`config.mk`:
```
export PLATFORM = sky130hd
export DESIGN_NAME = staff_write_scheduler
export DESIGN_NICKNAME = d
export VERILOG_FILES = /design/src/rtl/staff_write_scheduler.sv
export SDC_FILE = /design/constraint.sdc
export NUM_CORES = 1
export LEC_CHECK = 0
export BUFFER_PORTS_ARGS = -buffer_cell sky130_fd_sc_hd__buf_2
export CORE_ASPECT_RATIO = 1.4
export CORE_UTILIZATION = 59
export CTS_CLUSTER_DIAMETER = 50
export DETAILED_ROUTE_END_ITERATION = 16
export GPL_TIMING_DRIVEN = 1
export PLACE_DENSITY = 0.81
export SLEW_MARGIN = 0
export SYNTH_ARGS = -nofsm -noshare
export SYNTH_HDL_FRONTEND = slang
export SYNTH_SLANG_ARGS = --single-unit
```
`constraint.sdc`:
```
create_clock -name clk_in -period 6.8 [get_ports clk_in]
set_input_delay 0.34 -clock clk_in [delete_from_list [all_inputs] [get_ports clk_in]]
set_output_delay 0.34 -clock clk_in [all_outputs]
set_load 0.02 [all_outputs]
```
`src/rtl/staff_write_scheduler.sv`:
```
// Staff write scheduler: a metronome advances the staff cell once per sixteenth-note period
// and streams each non-empty detected-note slot of the closing cell to note memory.
module staff_write_scheduler #(
  parameter int NUM_CELLS  = 48,
  parameter int MIN_PERIOD = 16
) (
  input  logic             clk_in,
  input  logic             rst_in,
  input  logic             enable_in,
  input  logic [31:0]      period_in,
  input  logic [4:0][11:0] detected_note_in,
  input  logic             overrun_clr_in,
  output logic [5:0]       current_staff_cell_out,
  output logic             cell_tick_out,
  output logic [8:0]       wr_addr_out,
  output logic [11:0]      wr_data_out,
  output logic             wr_valid_out,
  input  logic             wr_ready_in,
  output logic             busy_out,
  output logic             overrun_out
);

  localparam logic [1:0]  S_IDLE  = 2'd0;
  localparam logic [1:0]  S_RUN   = 2'd1;
  localparam logic [1:0]  S_WRITE = 2'd2;
  localparam logic [1:0]  S_FLUSH = 2'd3;
  localparam logic [11:0] EMPTY   = 12'h0ff;
  localparam logic [31:0] MIN_P   = 32'(MIN_PERIOD);

  logic [1:0]       state_q, state_d;
  logic [31:0]      cnt_q, cnt_d;
  logic [31:0]      per_q, per_d;
  logic [5:0]       cell_q, cell_d;
  logic [5:0]       closing_q, closing_d;
  logic [2:0]       slot_q, slot_d;
  logic [4:0][11:0] snap_q, snap_d;
  logic             tick_q, overrun_q, overrun_d;

  logic [31:0] clamp_per, eff_per;
  logic        count_en, tick, handshake;
  logic        new_found, nxt_found;
  logic [2:0]  new_slot, nxt_slot;
  logic [11:0] cur_data;

  always_comb begin
    clamp_per = (period_in < MIN_P) ? MIN_P : period_in;
    // The period only takes effect at a cell boundary, so mid-cell changes never shorten a cell.
    eff_per   = (cnt_q == 32'd0) ? clamp_per : per_q;
    count_en  = enable_in && (state_q == S_RUN || state_q == S_WRITE);
    tick      = count_en && (cnt_q == eff_per - 32'd1);
    handshake = (state_q == S_WRITE) && wr_ready_in;

    new_found = 1'b0;
    new_slot  = 3'd0;
    nxt_found = 1'b0;
    nxt_slot  = 3'd0;
    cur_data  = 12'd0;
    for (int i = 4; i >= 0; i--) begin
      if (detected_note_in[i] != EMPTY) begin
        new_found = 1'b1;
        new_slot  = 3'(i);
      end
      if (3'(i) > slot_q && snap_q[i] != EMPTY) begin
        nxt_found = 1'b1;
        nxt_slot  = 3'(i);
      end
      if (slot_q == 3'(i)) cur_data = snap_q[i];
    end
  end

  always_comb begin
    state_d   = state_q;
    per_d     = (cnt_q == 32'd0) ? clamp_per : per_q;
    cell_d    = cell_q;
    closing_d = closing_q;
    slot_d    = slot_q;
    snap_d    = snap_q;
    cnt_d     = (!count_en || tick) ? 32'd0 : cnt_q + 32'd1;
    overrun_d = (overrun_q && !overrun_clr_in) || (tick && state_q == S_WRITE);

    if (tick) cell_d = (cell_q == 6'(NUM_CELLS - 1)) ? 6'd0 : cell_q + 6'd1;

    case (state_q)
      S_IDLE: if (enable_in) state_d = S_RUN;
      S_RUN: begin
        if (!enable_in) begin
          state_d = S_IDLE;
        end else if (tick) begin
          snap_d    = detected_note_in;
          closing_d = cell_q;
          // Only non-empty slots are visited; an all-empty snapshot never leaves RUN.
          if (new_found) begin
            state_d = S_WRITE;
            slot_d  = new_slot;
          end
        end
      end
      S_WRITE: begin
        if (handshake) begin
          if (nxt_found) slot_d = nxt_slot;
          else           state_d = enable_in ? S_RUN : S_IDLE;
        end
      end
      default: state_d = S_IDLE;
    endcase
  end

  always_ff @(posedge clk_in or posedge rst_in) begin
    if (rst_in) begin
      state_q   <= S_IDLE;
      cnt_q     <= 32'd0;
      per_q     <= MIN_P;
      cell_q    <= 6'd0;
      closing_q <= 6'd0;
      slot_q    <= 3'd0;
      snap_q    <= {5{EMPTY}};
      tick_q    <= 1'b0;
      overrun_q <= 1'b0;
    end else begin
      state_q   <= state_d;
      cnt_q     <= cnt_d;
      per_q     <= per_d;
      cell_q    <= cell_d;
      closing_q <= closing_d;
      slot_q    <= slot_d;
      snap_q    <= snap_d;
      tick_q    <= tick;
      overrun_q <= overrun_d;
    end
  end

  assign current_staff_cell_out = cell_q;
  assign cell_tick_out          = tick_q;
  assign wr_valid_out           = (state_q == S_WRITE);
  assign wr_addr_out            = wr_valid_out ? {closing_q, slot_q} : 9'd0;
  assign wr_data_out            = wr_valid_out ? cur_data : 12'd0;
  assign busy_out               = (state_q == S_WRITE) || (state_q == S_FLUSH);
  assign overrun_out            = overrun_q;

endmodule

```
==> Word level (Yosys, flattened, before mapping) <==
Index checks and enable logic that the tools add are counted.
{ "totals": {"in_bits": 97, "out_inout_bits": 31, "reg_bits": 143, "wordCells": 118} }
{ "op_classes": {"order_cmp": 6, "n_reduce_logical": 23, "n_mux": 45, "n_eq_ne": 28, "addsub": 3} }
{ "ops": {"columns": ["operator", "count"], "rows": [
  ["$ne 12x8->1 const B", 10],
  ["$mux 32", 3],
  ["$mux 12", 6],
  ["$mux 3", 15],
  ["$add 32x1->32 const B", 1],
  ["$eq 32x32->1", 1],
  ["$logic_not 32->1", 1],
  ["$lt 32x5->1 const B", 1],
  ["$sub 32x1->32 const B", 1],
  ["$mux 2", 6],
  ["$mux 1", 11],
  ["$logic_and 1x1->1", 10],
  ["$ne 2x2->1 const B", 5],
  ["$mux 9", 1],
  ["$add 6x1->6 const B", 1],
  ["$eq 3x2->1 const B", 2],
  ["$eq 6x6->1 const B", 1],
  ["$gt 1x3->1 const A", 2],
  ["$gt 2x3->1 const A", 2],
  ["$mux 6", 1],
  ["$ne 3x3->1 const B", 2],
  ["$pmux 2 s3", 1],
  ["$pmux 3 s2", 1],
  ["$reduce_and 6->1", 1],
  ["other kinds (13)", 19]
]} }

==> Longest topological paths before layout <==
Gate-level depths: netlist (run 1).
{ "logic_depth": {"word_depth": 10, "depth_mapped": 23, "mapped_depth_nobuf": 17} }

==> Worst setup path after synthesis (run 1) <==
Ideal clock, no wire load.
{ "synth_timing": {"kind": "flip-flop to flip-flop", "startpoint": "register cnt_q[0]", "endpoint": "register snap_q[21] (netlist bit)", "path_stages_with_launch": 24, "arrival_ps": 4972, "required_ps": 6673, "path_slack_ps": 1701, "setup_time_ps": 127, "n_path_buf": 6, "synth_period_minus_slack_ps": 5099, "path_cell_list": "dfrtp_1 > inv_1 > ha_1 > nor4b_2 > and4_1 > buf_4 > nand2_4 > buf_2 > clkbuf_1 > nor2_1 > a22oi_1 > ha_1 > clkbuf_1 > inv_1 > a2111oi_0 > a41oi_1 > or4_1 > xnor3_1 > a211oi_1 > nand3_2 > nor3_4 > buf_8 > buf_8 > mux2_1"} }
{ "synth_between": {"elab_chain_cells": 6} }
{ "synth_lines": {"columns": ["element", "line_no", "text"], "rows": [
  ["from (decl)", "31", "logic [31:0] cnt_q, cnt_d;"],
  ["from (signal assigned)", "121", "cnt_q <= cnt_d;"],
  ["$logic_not 32->1", "48", "eff_per = (cnt_q == 32'd0) ? clamp_per : per_q;"],
  ["$mux 32", null, null],
  ["$sub 32x1->32", "50", "tick = count_en && (cnt_q == eff_per - 32'd1);"],
  ["$eq 32x32->1 *", "50", null],
  ["$logic_and 1x1->1 *", "50", null],
  ["$reduce_and 3->1 (no line) *", null, null],
  ["to (signal assigned)", "116", "snap_q <= {5{EMPTY}};"],
  ["to (signal assigned)", "126", "snap_q <= snap_d;"],
  ["to (decl)", "36", "logic [4:0][11:0] snap_q, snap_d;"]
]} }
Mark *: on every way between the ends. The rest lies on a longest branch, timed or not.
A chain may end at the register's enable or synchronous reset.

==> Worst setup path in the final report (run 1) <==
{ "layout_timing": {"startpoint": "register cnt_q[0]", "endpoint": "register snap_q[32] (netlist bit)"} }
The elaborated chain is that of the path after synthesis.

==> metrics, run 1 <==
critical path capture point type=flip-flop; Crit Path Category=reg -> reg; Hold WC Path Type=in -> async; Clk Latency, worst-skew pair=430 ps; GP Congestion=between 0.9 and 1; Final Instance Area=approximately 0.011 mm^2; Startpoint Class=flip-flop; crit path DAT=6490 ps; Core Region=~0.016 mm^2; placed insts=approximately 1300; layout cell share with drive strength beyond 1=0.243; number of global-route vias before repair=8733; I/O Buffers=between 100 and 150; switch share=0.386; clk_skew=roughly 9.5 ps; TritonCTS clock tree=done; Max IR drop VDD=0.249 mV; Vias per Instance=between 6 and 7; placed cell areas=0.0103 mm^2; minimum clock period=6170 ps; Critical Path Start=cnt_q[0]; failing checks=hold timing; Hold-fix buffers, CTS=0; final-report setup violation count=0; main flop type after synthesis=dfrtp_1; Global Route Usage Sum=0.343; clk root buf=clkbuf_16; status=finished, violations left; Hold WS=-9.41 ps; Clock Path Buffers=2; H-Tree Depth=4; register area share after synthesis=0.373; number of synthesized flops with an enable pin=0; worst r2r src=cnt_q[0]; largest net degree at the start of global routing=79; Clock power frac=0.317; clk slew on worst S/H paths=60 ps; PostCTS Resize Cnt=0; first-pass GRT wire length=approximately 46000 um; Antenna Nets Post-Route=0; FF+latch count, synth=roughly 140; DR vias=between 8000 and 9000; Yosys top cell by area=dfrtp_1; postcts setup bufs=0; Post-synth ARST share=1.00; total gr overflow=0; clk sinks=about 140; top-level port count=between 100 and 150; Antenna Cells=0; crit path max fanout=66; Die W=between 100 and 150 um; cell with the most instances after synthesis=dfrtp_1; TritonCTS Buffers=17; die area=0.0170 mm^2; Max Fclk=0.162 GHz; Rows=55; Routed WL=between 20000 and 30000 um; Cell Count, Final, Fillers Out=about 1300; Area growth syn-to-layout=12.8%; drt first-iter violations=848; P_sw=approximately 1.2 mW; post-synthesis cell count=1040; final setup TNS=0 ps; residual DRC count=0; Reg-to-Reg End=snap_q[32]; average size of a mapped cell=around 9.3 um^2; Fin. Hold Viols=8; Seq pwr share=0.348; combinational power share=0.334; Pleak=4.67 nW; Syn Std Cell Area=roughly 0.01 mm^2; Initial Util=0.604; Final Max Slew Viols=0; pwr/cell area=287 mW/mm^2; Total Nets Final=between 1000 and 1500; post-DP HPWL=20900 um; ranking of synthesized cells by area=dfrtp_1 (26%), dfstp_2 (11%), mux2_1 (4.6%); worst-margin pin slew=roughly 1300 ps; routed len/inst=around 21 um; max_slew headroom=0.152; DR pass1 iterations=6; R2R depth=17; max capacitance violation total=0; Synth cell types=90; R2R setup slack=about 630 ps; Critical Path RT=about 7100 ps; Post-synth top cells=dfrtp_1 (102), nor2_1 (87), nand2_1 (79); unrepaired setup endpoints after global routing=no; DIE HEIGHT=around 150 um; Synth top area share=0.263; initial antenna violation count=0; internal power=1.93 mW; Tcrit/Tclk final=0.908; Synthesis Warnings=0; Syn Nets=1145
## worst max-delay path, stage by stage, from the launching register on
cell	delay, ps
dfrtp_1	430
inv_1	110
ha_1	140
nor4b_2	380
and4_1	340
nand2_4	310
a22oi_1	340
ha_1	320
inv_1	70
a2111oi_0	300
a41oi_1	250
nor4_1	450
mux2i_1	320
nor4bb_1	360
nand4_2	450
nor3_4	270
buf_4	710
mux2_2	430
## kinds of logic (layout without fill, tap and decap cells)
logic type | after synthesis | in the layout | share of synthesized area
compound gates | 211 | 211 | 0.152
xor+xnor | 53 | 53 | 0.0520
fa+ha+maj | 8 | 8 | 0.0103
buf+inv | 103 | 210 | 0.0519
flops | 143 | 143 | 0.373
mux | 98 | 98 | 0.111
simple gates | 424 | 424 | 0.250
## state kept, by name, summed over array words and instances (netlist names)
signal / count
current_staff_cell_out: 6
snap_q: 60
cnt_q: 32
cell_tick_out: 1
state_q: 2
closing_q: 6
slot_q: 3
overrun_out: 1
per_q: 32
## per-stage QoR
step | power, mW | hold slack (ps) | setup WS [ps] | utilization
6_report | 3.15 | -9.41 | 627 | 0.681
5_1_grt | 3.29 | 45.6 | 138 | 0.681
4_1_cts | 3.12 | 8.78 | 697 | 0.681
3_5_place_dp | 2.12 | 468 | 731 | 0.642
3_3_place_gp | 2.11 | 462 | 866 | 0.642
2_1_floorplan | 1.82 | 445 | 1700 | -
## power groups by stage
stage               Combinational [mW]  Sequential, mW  Clock, mW
floorplan                        0.801            1.02          0
global placement                  1.01            1.10          0
detailed placement                1.03            1.10          0
CTS                               1.03            1.09       1.01
global route                      1.14            1.10       1.05
finish                            1.05            1.10      0.999
## worst max-delay path by stage
stage,slack [ps],endpoint,depth (start not counted)
2_1_floorplan,1700,snap_q[21],23
3_3_place_gp,870,snap_q[11],17
3_5_place_dp,730,closing_q[5],17
4_1_cts,700,snap_q[32],17
5_1_grt,140,snap_q[32],17
6_report,630,snap_q[32],17
## area by class of cell
class / count / area (um^2)
clock buffer: 19 / 443
tap: 199 / 249
fill: 1240 / 5140
inverter: 41 / 159
multi-input combinational: 794 / 5590
sequential: 143 / 3630
clock inverter: 13 / 178
timing repair buffer: 137 / 711
## cells in the final DEF, fill, tap and decap left out, types with 11 or more instances in the layout
| cell type | count |
|---|---|
| nor2_1 | 86 |
| and2_1 | 12 |
| dfrtp_1 | 102 |
| and3_1 | 17 |
| mux2_1 | 40 |
| nor4_1 | 40 |
| mux2i_1 | 22 |
| o21ai_0 | 54 |
| buf_2 | 127 |
| o211ai_1 | 11 |
| nor3_1 | 24 |
| nand4_1 | 19 |
| nand3_1 | 37 |
| nand2b_1 | 11 |
| a211o_1 | 12 |
| nand4b_1 | 12 |
| inv_1 | 40 |
| clkbuf_16 | 17 |
| dfstp_2 | 41 |
| nand2_1 | 79 |
| xnor2_1 | 29 |
| mux2_2 | 36 |
| xor2_1 | 21 |
| a21oi_1 | 38 |
## layer usage
layer | global-route usage | vias to the layer above | part of all wire | routed length (um)
li1 | - | 4049 | - | -
met1 | 0.375 | 4307 | 0.36 | 10200
met2 | 0.602 | 480 | 0.51 | 14500
met3 | 0.0564 | 137 | 0.066 | 1900
met4 | 0.244 | 0 | 0.072 | 2060
met5 | 0 | - | 0 | 0
Power figures use the tool's default switching activity.
==> run 2: changes to the inputs <==
- RECOVER_POWER: unset -> 50
==> run 2 against run 1 <==
  * The flow finishes with violations (capacitance limit, slew limit)
  * Count of clock-buffer cells in the layout unchanged
  * Clock power about the same
  * Utilization shrank 0.12 points
  * Final cell count unchanged
  * Largest cell class unchanged
  * Critical path depth down 4
  * Worst setup slack worse by 200 ps
  * Sequential power about the same
  * Maximum frequency is 3.2% lower
  * Combinational power barely moved
  * Cell area down 0.18%
  * Hold slack gained 140 ps
==> metrics, run 2 (same netlist as run 1, synthesis figures left out) <==
worst r2r src=cnt_q[24] (was cnt_q[0]); max_slew headroom=-0.938 (was 0.152); final-report setup violation count=0 (unchanged); DR vias=8961 (was 8973); status=finished, violations left (unchanged); P_sw=1.21 mW (about the same); failing checks=capacitance limit, slew limit (was hold timing); post-DP HPWL=20900 um (unchanged); Rows=55 (unchanged); Global Route Usage Sum=0.343 (unchanged); post-place setup slack=731 ps (unchanged); DIE HEIGHT=154 um (unchanged); clk sinks=143 (unchanged); first-pass GRT wire length=45600 um (unchanged); Total Nets Final=1239 (unchanged); internal power=1.93 mW (about the same); clk slew on worst S/H paths=70 ps (was 60 ps); Initial Util=0.604 (unchanged); minimum clock period=6380 ps (was 6170 ps); Area growth syn-to-layout=12.6% (was 12.8%); total gr overflow=0 (unchanged); crit path DAT=6690 ps (was 6490 ps); Routed WL=28700 um (about the same); placed insts=1314 (unchanged); GP Congestion=0.971 (unchanged); Die W=110 um (unchanged); Max Fclk=0.157 GHz (was 0.162 GHz); Tcrit/Tclk final=0.938 (was 0.908); worst-margin pin slew=2890 ps (was 1260 ps); Clock Path Buffers=2 (unchanged); postcts setup bufs=0 (unchanged); commonest non-fill, non-tap cell in the layout=buf_2 (unchanged); most flop-heavy register=snap_q (unchanged); Final Power=3.15 mW (about the same); combinational power share=0.334 (about the same); Final WS setup=422 ps (was 627 ps); H-Tree Depth=4 (unchanged); Clock power frac=0.318 (was 0.317); top-level port count=128 (unchanged); max capacitance violation total=3 (was 0); Antenna Cells=0 (unchanged); Startpoint Class=flip-flop (unchanged); Hold Path Origin=detected_note_in[57]; most frequent cells in the layout=buf_2 (119), dfrtp_1 (102), nor2_1 (86) (was buf_2 (127), dfrtp_1 (102), nor2_1 (86)); unrepaired setup endpoints after global routing=no (unchanged); R2R depth=13 (was 17); Reg-to-Reg End=snap_q[32] (unchanged); Critical Path RT=7110 ps (about the same); TritonCTS clock tree=done (unchanged); Pleak=4.62 nW (was 4.67 nW); Hold-fix buffers, CTS=0 (unchanged); Final Max Slew Viols=181 (was 0); Antenna Nets Post-Route=0 (unchanged); initial antenna violation count=0 (unchanged); Hold WC Path Type=in -> reg (was in -> async); die area=0.0170 mm^2 (unchanged); Core Region=0.0161 mm^2 (unchanged); CP max-delay cell=clkbuf_1 (was buf_4); I/O Buffers=127 (unchanged); final setup TNS=0 ps (unchanged); Max IR drop VDD=0.247 mV (was 0.249 mV); number of global-route vias before repair=8733 (unchanged); FILL cells=1249 (was 1240); pwr/cell area=288 mW/mm^2 (was 287 mW/mm^2); R2R setup slack=420 ps (was 630 ps); switch share=0.386 (about the same); CP cell instances=nor4_1, nand4_1, clkbuf_1, nor2_2, buf_4, a41oi_1, nor4_1, mux2i_1, nor4bb_1, nand4_2, nor3_4, buf_4, mux2_2 (was inv_1, ha_1, nor4b_2, and4_1, nand2_4, a22oi_1, ha_1, inv_1, a2111oi_0, a41oi_1, nor4_1, mux2i_1, nor4bb_1, nand4_2, nor3_4, buf_4, mux2_2); Seq pwr share=0.349 (was 0.348); clk_skew=9.26 ps (was 9.47 ps); PostCTS Resize Cnt=0 (unchanged); TritonCTS Buffers=17 (unchanged); hold depth=2; layout cell share with drive strength beyond 1=0.235 (was 0.243); Min-Delay Endpoint=snap_q[57]; Fin. Hold Viols=0 (was 8); drt first-iter violations=830 (was 848); Cell Count, Final, Fillers Out=1346 (unchanged); Hold WS=133 ps (was -9.41 ps); Largest register FFs=60 (unchanged); Vias per Instance=6.66 (was 6.67); Crit Path Category=reg -> reg (unchanged); largest net degree at the start of global routing=79 (unchanged); DR pass1 iterations=7 (was 6); CP max stage delay=740 ps (was 710 ps); clk root buf=clkbuf_16 (unchanged); residual DRC count=0 (unchanged); critical path capture point type=flip-flop (unchanged); crit path max fanout=66 (unchanged); Largest regs=snap_q (60), cnt_q (32), per_q (32) (unchanged); routed len/inst=21.3 um (about the same); Clk Latency, worst-skew pair=430 ps (about the same)
## run 2: cell types whose count changed in the layout (fill, tap and decap cells not counted)
cell,delta
inv_6,-1
buf_4,-2
clkbuf_2,+1
clkbuf_1,+9
clkinvlp_2,+1
buf_2,-8
## run 2: power groups by stage
stage	sequential, mW	clock [mW]	combinational [mW]
final	1.10	0.999	1.05
after global routing	1.11	1.05	1.14
after CTS	1.09	1.01	1.03
after detailed placement	1.10	0	1.03
after global placement	1.10	0	1.01
after floorplan	1.02	0	0.801
## run 2: worst max-delay path by stage
stage,startpoint,endpoint,slack [ps],cells past startpoint
4_1_cts,cnt_q[0],snap_q[32],700,17
3_5_place_dp,cnt_q[0],closing_q[5],730,17
3_3_place_gp,cnt_q[0],snap_q[11],870,17
6_report,cnt_q[24],snap_q[32],420,13
2_1_floorplan,cnt_q[0],snap_q[21],1700,23
5_1_grt,cnt_q[0],snap_q[32],140,17
## run 2: metrics by stage
stage	utilization	cell area, um^2
floorplan	-	9720
global placement	0.642	10300
detailed placement	0.642	10300
CTS	0.681	11000
global route	0.679	10900
finish	0.679	10900
## run 2: layout make-up
cell class | count | area (um^2) | area share
Clock buffer | 19 | 443 | 0.0405
Clock inverter | 13 | 178 | 0.0162
Inverter | 41 | 155 | 0.0142
Multi-Input combinational cell | 794 | 5590 | 0.511
Sequential cell | 143 | 3630 | 0.332
Tap cell | 199 | 249 | 0.0228
Timing Repair Buffer | 137 | 694 | 0.0635
## run 2: worst max-delay path: cells and delay by family, from the launching register on
family / cells / cell delay [ps]
mux: 2 / 750
simple gates: 7 / 2760
flops: 1 / 440
buf+inv: 3 / 1790
compound gates: 1 / 440
## run 2: metal layers
metal | share of wire | track usage | routed length (um) | vias up
li1 | - | - | - | 4050
met1 | 0.36 | 0.375 | 10200 | 4314
met2 | 0.51 | 0.602 | 14500 | 459
met3 | 0.063 | 0.0564 | 1800 | 138
met4 | 0.074 | 0.244 | 2120 | 0
met5 | 0 | 0 | 0 | -
==> run 3: changes to the inputs <==
- CORE_UTILIZATION: 59 -> 61
- CTS_BUF_LIST: unset -> sky130_fd_sc_hd__clkbuf_8
- PLACE_DENSITY: 0.81 -> 0.84
==> run 3 against run 2 <==
  * The run still ends with capacitance limit, slew limit left
  * Worst setup slack better by 370 ps
  * Flip-flop and latch count did not move
  * Final cell count about the same
  * Count of clock-buffer cells in the layout down 1
  * Wire length decreased by 0.55%
  * Maximum frequency increased by 6.2%
  * Register-to-register slack better by 370 ps
  * Via count about the same
  * Global-route usage is 1.4 points higher
  * Die area is 3.2% lower
  * Power is 10% lower
  * Utilization grew 0.67 points
  * Largest cell class unchanged
==> metrics, run 3 (same netlist as run 1, synthesis figures left out) <==
status=finished, violations left (unchanged); failing checks=capacitance limit, slew limit (unchanged); crit path max fanout=66 (unchanged); most frequent cells in the layout=buf_2 (119), dfrtp_1 (102), nor2_1 (86) (unchanged); total gr overflow=0 (unchanged); Largest register FFs=60 (unchanged); number of global-route vias before repair=8719 (was 8733); final-report setup violation count=0 (unchanged); Startpoint Class=flip-flop (unchanged); Max Fclk=0.167 GHz (was 0.157 GHz); Area growth syn-to-layout=10.2% (was 12.6%); most flop-heavy register=snap_q (unchanged); Clk Latency, worst-skew pair=470 ps (was 430 ps); Routed WL=28500 um (was 28700 um); clk_skew=9.65 ps (was 9.26 ps); clk root buf=clkbuf_8 (was clkbuf_16); grt met1 use=0.383 (was 0.375); DR vias=8965 (was 8961); TritonCTS clock tree=done (unchanged); clk slew on worst S/H paths=90 ps (was 70 ps); layout cell share with drive strength beyond 1=0.235 (about the same); Global Route Usage Sum=0.357 (was 0.343); Hold WC Path Type=in -> reg (unchanged); DIE HEIGHT=151 um (was 154 um); largest net degree at the start of global routing=73 (was 79); clk sinks=143 (unchanged); Pleak=4.53 nW (was 4.62 nW); Final Max Slew Viols=179 (was 181); Vias per Instance=6.67 (was 6.66); drt first-iter violations=778 (was 830); Initial Util=0.623 (was 0.604); H-Tree Depth=4 (unchanged); Rows=54 (was 55); postcts setup bufs=0 (unchanged); Total Nets Final=1241 (was 1239); max_slew headroom=-1.16 (was -0.938); met3 usage=0.0744 (was 0.0564); crit path DAT=6360 ps (was 6690 ps); met2 Usage GRT=0.619 (was 0.602); max capacitance violation total=3 (unchanged); Clock Path Buffers=2 (unchanged); Cell Count, Final, Fillers Out=1345 (was 1346); Antenna Nets Post-Route=0 (unchanged); residual DRC count=0 (unchanged); TritonCTS Buffers=17 (unchanged); PostCTS Resize Cnt=0 (unchanged); first-pass GRT wire length=44800 um (was 45600 um); routed len/inst=21.2 um (was 21.3 um); minimum clock period=6000 ps (was 6380 ps); I/O Buffers=127 (unchanged); final setup TNS=0 ps (unchanged); Crit Path Category=reg -> reg (unchanged); initial antenna violation count=0 (unchanged); Die W=109 um (was 110 um); critical path capture point type=flip-flop (unchanged); DR pass1 iterations=5 (was 7); Critical Path RT=7150 ps (was 7110 ps); top-level port count=128 (unchanged); Largest regs=snap_q (60), cnt_q (32), per_q (32) (unchanged); Hold-fix buffers, CTS=1 (was 0); GR peak layer=met2 (unchanged); placed insts=1312 (was 1314); hold depth=2 (unchanged); die area=0.0164 mm^2 (was 0.0170 mm^2); Antenna Cells=0 (unchanged); R2R depth=13 (unchanged); Max IR drop VDD=0.196 mV (was 0.247 mV); fin util=0.686 (was 0.679); Fin. Hold Viols=0 (unchanged); worst-margin pin slew=3220 ps (was 2890 ps); pwr/cell area=263 mW/mm^2 (was 288 mW/mm^2); GP Congestion=1.01 (was 0.971); commonest non-fill, non-tap cell in the layout=buf_2 (unchanged); FILL cells=1266 (was 1249); unrepaired setup endpoints after global routing=no (unchanged); post-DP HPWL=21000 um (was 20900 um); Tcrit/Tclk final=0.883 (was 0.938); Core Region=0.0156 mm^2 (was 0.0161 mm^2)
[run 3: changes by cell type in the layout (fill, tap and decap cells not counted)]
cell and delta:
nand2_4 -1, dlygate4sd3_1 +1, clkbuf_8 +17, clkinv_2 +1, nand2_1 +1, inv_1 +1
bufinv_16 -2, clkinv_4 +1, buf_4 +1, clkbuf_1 -1, clkbuf_16 -17
[run 3: worst paths after layout]
path / startpoint / end / slack (ps)
min reg2reg: closing_q[2] / closing_q[2] / 480
max: cnt_q[16] / snap_q[32] / 800
min in group asynchronous: rst_in / cnt_q[29] / 1350
min: detected_note_in[56] / snap_q[56] / 100
max in group asynchronous: rst_in / cnt_q[0] / 2640
max reg2reg: cnt_q[16] / snap_q[32] / 800
[run 3: cell type report]
cell class              count  area, um^2  area share
repair buffers            139         712      0.0665
clock inverters            14         135      0.0126
inverters                  41         155      0.0145
well taps                 196         245      0.0229
clock buffers              18         248      0.0231
flip-flops and latches    143        3630       0.339
multi-input cells         794        5580       0.521
[run 3: layer usage]
| metal | wire [um] | vias up |
|---|---|---|
| li1 | - | 4044 |
| met3 | 1960 | 175 |
| met5 | 0 | - |
| met2 | 14000 | 494 |
| met4 | 2220 | 0 |
| met1 | 10300 | 4252 |
[run 3: critical path, stage by stage (launching register included)]
cell	delay, ps
dfrtp_1	450
nor4_1	540
nand4_1	270
clkbuf_1	690
nor2_2	320
buf_4	370
o32a_1	480
nor2_1	130
xnor3_1	390
nor4bb_1	330
nand4_2	440
nor3_4	290
buf_4	690
mux2_2	410
[run 3: where the power goes]
part | internal [mW] | switching [mW] | leakage, nW
registers | 0.941 | 0.158 | 1.78
logic | 0.396 | 0.651 | 2.55
clock network | 0.306 | 0.366 | 0.199
[run 3: through the flow]
| step | power (mW) | hold WS (ps) | area (um^2) | worst slack (ps) |
|---|---|---|---|---|
| after floorplan | 1.82 | 445 | 9720 | 1700 |
| after global placement | 2.11 | 462 | 10300 | 1150 |
| after detailed placement | 2.12 | 470 | 10300 | 1040 |
| after CTS | 2.79 | 87.3 | 10700 | 1140 |
| after global routing | 2.96 | 89.0 | 10700 | 541 |
| final | 2.82 | 95.5 | 10700 | 797 |
